$ cat config.mk
export PLATFORM = sky130hd
export DESIGN_NAME = prbs_bert_ctrl
export DESIGN_NICKNAME = d
export VERILOG_FILES = /design/src/rtl/prbs_bert_ctrl.sv
export SDC_FILE = /design/constraint.sdc
export NUM_CORES = 1
export LEC_CHECK = 0
export BUFFER_PORTS_ARGS = -buffer_cell sky130_fd_sc_hd__buf_2
export CAP_MARGIN = 20
export CORE_MARGIN = 5
export CORE_UTILIZATION = 35
export CTS_BUF_LIST = sky130_fd_sc_hd__clkbuf_4 sky130_fd_sc_hd__clkbuf_8
export CTS_CLUSTER_DIAMETER = 150
export DETAILED_ROUTE_END_ITERATION = 8
export HOLD_SLACK_MARGIN = 0.08
export MAX_ROUTING_LAYER = met4
export REMOVE_ABC_BUFFERS = 1
export SLEW_MARGIN = 0
export SYNTH_ARGS = -nofsm -noshare
export SYNTH_HDL_FRONTEND = slang
export SYNTH_SLANG_ARGS = --single-unit
$ cat constraint.sdc
create_clock -name clk -period 3.6 [get_ports clk]
set_input_delay 0.72 -clock clk [delete_from_list [all_inputs] [get_ports clk]]
set_output_delay 0.72 -clock clk [all_outputs]
set_load 0.005 [all_outputs]
$ cat src/rtl/prbs_bert_ctrl.sv
// PRBS7 bit-error-rate test sequencer: settles the link, waits for checker
// alignment, then accumulates per-word bit errors over a programmed run length.
module prbs_bert_ctrl #(
  parameter int RUN_W         = 32,
  parameter int ERR_W         = 32,
  parameter int SETTLE_CYCLES = 16,
  parameter int ALIGN_TIMEOUT = 1024
) (
  input  logic             clk,
  input  logic             reset,
  input  logic             start,
  input  logic             abort,
  input  logic [RUN_W-1:0] run_len,
  input  logic             aligned,
  input  logic [5:0]       err_in,
  output logic             prbs_dis,
  output logic             chk_rst,
  output logic             busy,
  output logic             done,
  output logic             timeout,
  output logic             lol,
  output logic [ERR_W-1:0] err_total,
  output logic [RUN_W-1:0] word_cnt,
  output logic [2:0]       state
);

  localparam int CNT_MAX = (SETTLE_CYCLES > ALIGN_TIMEOUT) ? SETTLE_CYCLES : ALIGN_TIMEOUT;
  localparam int CNT_W   = $clog2(CNT_MAX + 1);
  localparam logic [CNT_W-1:0] SETTLE_LAST = CNT_W'(SETTLE_CYCLES - 1);
  localparam logic [CNT_W-1:0] ALIGN_LAST  = CNT_W'(ALIGN_TIMEOUT - 1);

  typedef enum logic [2:0] {
    IDLE       = 3'd0,
    SETTLE     = 3'd1,
    WAIT_ALIGN = 3'd2,
    RUN        = 3'd3,
    DONE       = 3'd4,
    FAIL       = 3'd5
  } state_t;

  state_t           cur, nxt;
  logic [CNT_W-1:0] cnt, cnt_nxt;
  logic [RUN_W-1:0] run_len_q, run_len_nxt;
  logic [RUN_W-1:0] word_cnt_nxt, word_cnt_inc;
  logic [ERR_W-1:0] err_total_nxt, err_total_acc;
  logic             done_nxt, timeout_nxt, lol_nxt;
  logic             busy_nxt, prbs_dis_nxt, chk_rst_nxt;

  function automatic logic [ERR_W-1:0] sat_add_err(input logic [ERR_W-1:0] acc,
                                                   input logic [5:0] add);
    logic [ERR_W:0] sum;
    sum = {1'b0, acc} + {{(ERR_W-5){1'b0}}, add};
    return sum[ERR_W] ? {ERR_W{1'b1}} : sum[ERR_W-1:0];
  endfunction

  function automatic logic [RUN_W-1:0] sat_inc_cnt(input logic [RUN_W-1:0] v);
    return (&v) ? v : v + RUN_W'(1);
  endfunction

  assign err_total_acc = sat_add_err(err_total, err_in);
  assign word_cnt_inc  = sat_inc_cnt(word_cnt);
  assign state         = cur;

  always_comb begin
    nxt           = cur;
    cnt_nxt       = cnt;
    run_len_nxt   = run_len_q;
    err_total_nxt = err_total;
    word_cnt_nxt  = word_cnt;
    done_nxt      = done;
    timeout_nxt   = timeout;
    lol_nxt       = lol;
    case (cur)
      IDLE, DONE, FAIL: begin
        if (start && !abort) begin
          nxt           = SETTLE;
          cnt_nxt       = '0;
          run_len_nxt   = run_len;
          err_total_nxt = '0;
          word_cnt_nxt  = '0;
          done_nxt      = 1'b0;
          timeout_nxt   = 1'b0;
          lol_nxt       = 1'b0;
        end
      end
      SETTLE: begin
        if (abort) begin
          nxt = IDLE;
        end else if (cnt == SETTLE_LAST) begin
          nxt     = WAIT_ALIGN;
          cnt_nxt = '0;
        end else begin
          cnt_nxt = cnt + CNT_W'(1);
        end
      end
      WAIT_ALIGN: begin
        if (abort) begin
          nxt = IDLE;
        end else if (aligned) begin
          nxt = RUN;
        end else if (cnt == ALIGN_LAST) begin
          nxt         = FAIL;
          timeout_nxt = 1'b1;
        end else begin
          cnt_nxt = cnt + CNT_W'(1);
        end
      end
      RUN: begin
        // abort beats completion; lost alignment skips this word's accumulation
        if (abort) begin
          nxt = IDLE;
        end else if (!aligned) begin
          nxt     = FAIL;
          lol_nxt = 1'b1;
        end else begin
          err_total_nxt = err_total_acc;
          word_cnt_nxt  = word_cnt_inc;
          if ((run_len_q != '0) && (word_cnt_inc == run_len_q)) begin
            nxt      = DONE;
            done_nxt = 1'b1;
          end
        end
      end
      default: nxt = IDLE;
    endcase

    busy_nxt     = (nxt == SETTLE) || (nxt == WAIT_ALIGN) || (nxt == RUN);
    prbs_dis_nxt = !busy_nxt;
    chk_rst_nxt  = (nxt != WAIT_ALIGN) && (nxt != RUN);
  end

  always_ff @(posedge clk or negedge reset) begin
    if (!reset) begin
      cur       <= IDLE;
      cnt       <= '0;
      run_len_q <= '0;
      err_total <= '0;
      word_cnt  <= '0;
      done      <= 1'b0;
      timeout   <= 1'b0;
      lol       <= 1'b0;
      busy      <= 1'b0;
      prbs_dis  <= 1'b1;
      chk_rst   <= 1'b1;
    end else begin
      cur       <= nxt;
      cnt       <= cnt_nxt;
      run_len_q <= run_len_nxt;
      err_total <= err_total_nxt;
      word_cnt  <= word_cnt_nxt;
      done      <= done_nxt;
      timeout   <= timeout_nxt;
      lol       <= lol_nxt;
      busy      <= busy_nxt;
      prbs_dis  <= prbs_dis_nxt;
      chk_rst   <= chk_rst_nxt;
    end
  end

endmodule

* Word level (Yosys, flattened, before mapping)
Cells that the tools add are included.
Operators by class: reduce and logical (&&, ||, !) cells 20, mux-type cells 38, add/subtract/negate cells 3, eq/ne operators 23
Operators by type and width (number):
- two-way mux 32 bit | 7
- one-hot mux 32 bit (2 select lines) | 2
- two-way mux 11 bit | 6
- adder 32 x 6 -> 33 bit | 1
- one-hot mux 11 bit (3 select lines) | 1
- adder 32 x 1 -> 32 bit (second input constant) | 1
- equality test 32 bit | 1
- AND reduction 32 bit | 1
- nonzero test 32 bit | 1
- two-way mux 3 bit | 9
- != test 2 bit (second input constant) | 10
- equality test 3 x 2 -> 1 bit (second input constant) | 4
- one-hot mux 3 bit (4 select lines) | 1
- adder 11 x 1 -> 11 bit (second input constant) | 1
- equality test 11 x 10 -> 1 bit (second input constant) | 1
- equality test 11 x 4 -> 1 bit (second input constant) | 1
- AND reduction 5 bit | 2
- two-way mux 1 bit | 9
- AND reduction 4 bit | 2
- equality test 3 x 1 -> 1 bit (second input constant) | 2
- equality test 3 bit (second input constant) | 2
- != test 3 x 2 -> 1 bit (second input constant) | 2
- one-hot mux 1 bit (2 select lines) | 3
- AND reduction 6 bit | 1
- other kinds (8) | 13
Word-level totals: input bits 43, output and inout bits 73, logic and storage cells 95, bits in registers 116

* Depth between registers and ports, before layout
word-level depth 12, depth in mapped cells 12, depth with buffers taken out 11

* Worst setup path before layout
No wires, ideal clock.
kind register to register, start point register word_cnt[0], end point register cur[1], in the netlist state[1], buffers on the path 1, path slack 770 ps, data required time 3466 ps, arrival time 2697 ps, clock period less this slack 2830 ps, stages on the path, launching flop included 11, library setup time 134 ps, cells stage by stage dfrtp_1 > ha_1 > and4_1 > nand4_2 > buf_2 > nor4_2 > and4_1 > xnor2_1 > nor4_1 > nand4_1 > a2bb2oi_1
Between the ends: cells in the longest elaborated chain, start to end 8, elaborated cells between the ends (all ways) 9, classes of those cells add/sub: 1; eq/ne: 1; mux: 5; reduce/logical: 2
Ends and longest elaborated chain:
- start: declaration | RTL line 23 | output logic [RUN_W-1:0] word_cnt,
- start signal: assignment | RTL line 150 | word_cnt <= word_cnt_nxt;
- adder 32 x 1 -> 32 bit / AND reduction 32 bit (equally long branches) | RTL line 57 | return (&v) ? v : v + RUN_W'(1);
- two-way mux 32 bit (*) | RTL line 57
- equality test 32 bit (*) | RTL line 118 | if ((run_len_q != '0) && (word_cnt_inc == run_len_q)) begin
- logical AND 1 bit (*) | RTL line 118
- two-way mux 3 bit (*) | RTL line 118
- two-way mux 3 bit (*) | RTL line 112 | end else if (!aligned) begin
- two-way mux 3 bit (*) | RTL line 110 | if (abort) begin
- one-hot mux 3 bit (4 select lines) (*) | RTL line 73 | case (cur)
- net nxt[1] | RTL line 41 | state_t cur, nxt;
- end signal: assignment | RTL line 146 | cur <= nxt;
- end: declaration | RTL line 41
Mark *: on every way through the listed nets, which the timed path passes. The rest lies on a longest branch. A chain may end at the register's enable or synchronous reset.

* Worst setup path in the final report
Same ends and word-level chain as after synthesis.

==> results_dict.tcl <==
set metrics [dict create \
    max_freq_mhz 301 \
    clock-sinks 116 \
    critical_path.top_delay_family "simple AND/OR/NAND/NOR gates" \
    path_clk_slew_ns 0.08 \
    cts_resized 0 \
    root_buffer "clkbuf_8" \
    fin_area_mm2 0.00846 \
    fin_crit_sh 0.923 \
    cp_slowest_cell "a2111oi_4" \
    grtUsageTotal 0.202 \
    initial_utilization 0.358 \
    io_pins 116 \
    crit_buf_inv 0 \
    slowest_delay_ns 0.47 \
    syn_to_final_growth_pct 20.3 \
    place_area_mm2 0.00802 \
    swShare 0.328 \
    place_ws_ns 0.373 \
    drive_gt1_frac 0.210 \
    wl_per_cell_um 17.9 \
    clk_path_buf_depth 2 \
    hold_viol 0 \
    grt_pass1_wl_um 35200 \
    p_total_uw 3660 \
    rows 51 \
    dr_total_vias 6798 \
    ant_nets 0 \
    cts_buffers 17 \
    synth_seq_cells 116 \
    hold_buffers 0 \
    synth_ff_type "dfrtp_1" \
    yosys_warnings 0 \
    combPwrFrac 0.197 \
    first_global_vias 6532 \
    cp.arrival_ns 3.65 \
    syn_avg_cell_area_um2 8.47 \
    crit_fanout 8 \
    skew_ns 0.0173 \
    seq_power_share 0.444 \
    vias_per_cell 5.52 \
    register_area_mm2 0.00291 \
    clk_latency_ns 0.45 \
    switchingPower_uw 1200 \
    max_slew_margin 0.324 \
    antenna_found_initial 0 \
    final_net_count 1006 \
    status "finished clean" \
    grt_setup_unrepaired "no" \
    drc 0 \
    crit_type "flip-flop to flip-flop" \
    ys_types 70 \
    synth_top_area_cell "dfrtp_1" \
    htreeDepth 4 \
    final.setup.worst_slack_ns 0.277 \
    synth_cells 830 \
    gp_congestion 0.965 \
    required_ns 3.92 \
    async_flop_share 1.00 \
    p_int_uw 2460 \
    cts_tree "built" \
    overflow 0 \
    drt_first_pass_iters 5 \
    post_cts_buffers 0 \
    antenna_cells 0 \
    final_core_util 0.430 \
    die_h_um 152 \
    grt_max_degree 117 \
    die-area_mm2 0.0230 \
    slew_viol_final 0 \
    netlist.area_leader.share 0.406 \
    synthesis.area_mm2 0.00703 \
    tightest_slew_ns 1.01 \
    cp-start-kind "flip-flop" \
    setup-violations-final 0 \
    drv_cap 0 \
    drt_wl_total_um 22000 \
    hp-class "input pin to asynchronous set/reset pin" \
    multi_input_area_mm2 0.00392 \
    clock_power_share 0.359 \
    post-route-min-period_ns 3.32 \
    synth-edff-count 0 \
    max-vdd-ir-drop_v 0.000173 \
    port_buffers 115 \
    crit_chain "ha_1 > and4_1 > nand4_2 > o31a_1 > and3_4 > or3_4 > a2111oi_4 > nand3_1 > a2bb2oi_1" \
    coreArea_mm2 0.0197 \
    drtIter0Drc 461 \
    yosysSeqAreaShare 0.413 \
    end_kind "flip-flop" \
    power_density_mw_per_mm2 433 \
    fill_cells 2032 \
    dpl.hpwl_um 15900 \
    netlist_top_cells_area "dfrtp_1 41%, nand2_1 8.8%, xnor2_1 5.7%" \
    die_x_um 152 \
    p_leak_uw 0.00379 \
]
==> state kept, by name (all words and copies together) (netlist names) <==
name / count
busy: 1
chk_rst: 1
cnt: 11
done: 1
err_total: 32
lol: 1
prbs_dis: 1
run_len_q: 32
state: 3
timeout: 1
word_cnt: 32
==> routing by layer <==
layer	routed length, um	GRT usage	up-vias
met5	0	-	-
met4	283	0.0481	0
met3	1590	0.0532	21
met2	10200	0.306	243
met1	9950	0.273	3262
li1	-	-	3272
==> through the flow <==
step           instances  setup TNS, ns  hold slack [ns]
2_1_floorplan        789          -1.62            0.424
3_3_place_gp        1199              0            0.502
3_5_place_dp        1199              0            0.509
4_1_cts             1231              0            0.374
5_1_grt             1232              0            0.374
6_report            1232              0            0.371
==> power by group through the flow <==
stage	Combinational (uW)	Clock [uW]	Sequential, uW
2_1_floorplan	507	0	1600
3_3_place_gp	717	0	1650
3_5_place_dp	724	0	1650
4_1_cts	729	1350	1620
5_1_grt	818	1400	1650
6_report	723	1310	1620
==> path summary, 6_finish.rpt <==
| kind | from | to | slack [ns] | cells after the start |
|---|---|---|---|---|
| setup / recovery | word_cnt[0] | state[1] | 0.28 | 9 |
| hold / removal | reset | cnt[2] | 0.37 | 2 |
| setup reg to reg | word_cnt[0] | state[1] | 0.28 | 9 |
| hold reg to reg | err_total[22] | err_total[22] | 0.52 | 1 |
| max in group asynchronous | reset | run_len_q[12] | 2.78 | 2 |
| min in group clk | run_len[27] | run_len_q[27] | 0.46 | 3 |
==> synth_stat cells, types with 5 or more instances <==
| master | instances |
|---|---|
| ha_1 | 8 |
| nor4_1 | 17 |
| dfrtp_1 | 114 |
| buf_2 | 11 |
| nand3_1 | 44 |
| nand2_1 | 165 |
| o21ai_0 | 55 |
| and4_1 | 13 |
| nor3_1 | 25 |
| a311oi_1 | 10 |
| o31ai_1 | 15 |
| a211oi_1 | 6 |
| nand2b_1 | 6 |
| nor2_1 | 45 |
| nor2b_1 | 5 |
| clkbuf_1 | 28 |
| and3_1 | 16 |
| a31oi_1 | 14 |
| and2_1 | 8 |
| a21oi_1 | 52 |
| xnor2_1 | 46 |
| inv_1 | 16 |
| nand4_1 | 11 |
| xor2_1 | 12 |
==> layout by cell type (no fill, tap or decap), types with 14 or more instances in the layout <==
cell      synthesis  routed
o21ai_0          55      55
a21oi_1          52      52
clkbuf_8          0      18
dfrtp_1         114     114
nor3_1           25      25
buf_2            11     114
nand2_1         165     165
nor4_1           17      17
and3_1           16      16
nor2_1           45      43
buf_4             0      31
o31ai_1          15      15
xnor2_1          46      46
inv_1            16      16
a31oi_1          14      14
nand3_1          44      43
==> layout make-up <==
class	instances	share of cell area
multi-input combinational	657	0.463
sequential	116	0.343
timing repair buffer	146	0.0973
tap	265	0.0392
clock buffer	18	0.0293
clock inverter	14	0.0206
inverter	16	0.00710
==> cell families after synthesis <==
| family | count (synthesis) | synth area share |
|---|---|---|
| buf+inv | 57 | 0.0334 |
| mux | 4 | 0.00587 |
| compound gates | 207 | 0.194 |
| simple gates | 379 | 0.264 |
| fa+ha+maj | 9 | 0.0171 |
| flops | 116 | 0.413 |
| xor+xnor | 58 | 0.0722 |
Note: power is estimated with default switching activity, not from simulation.
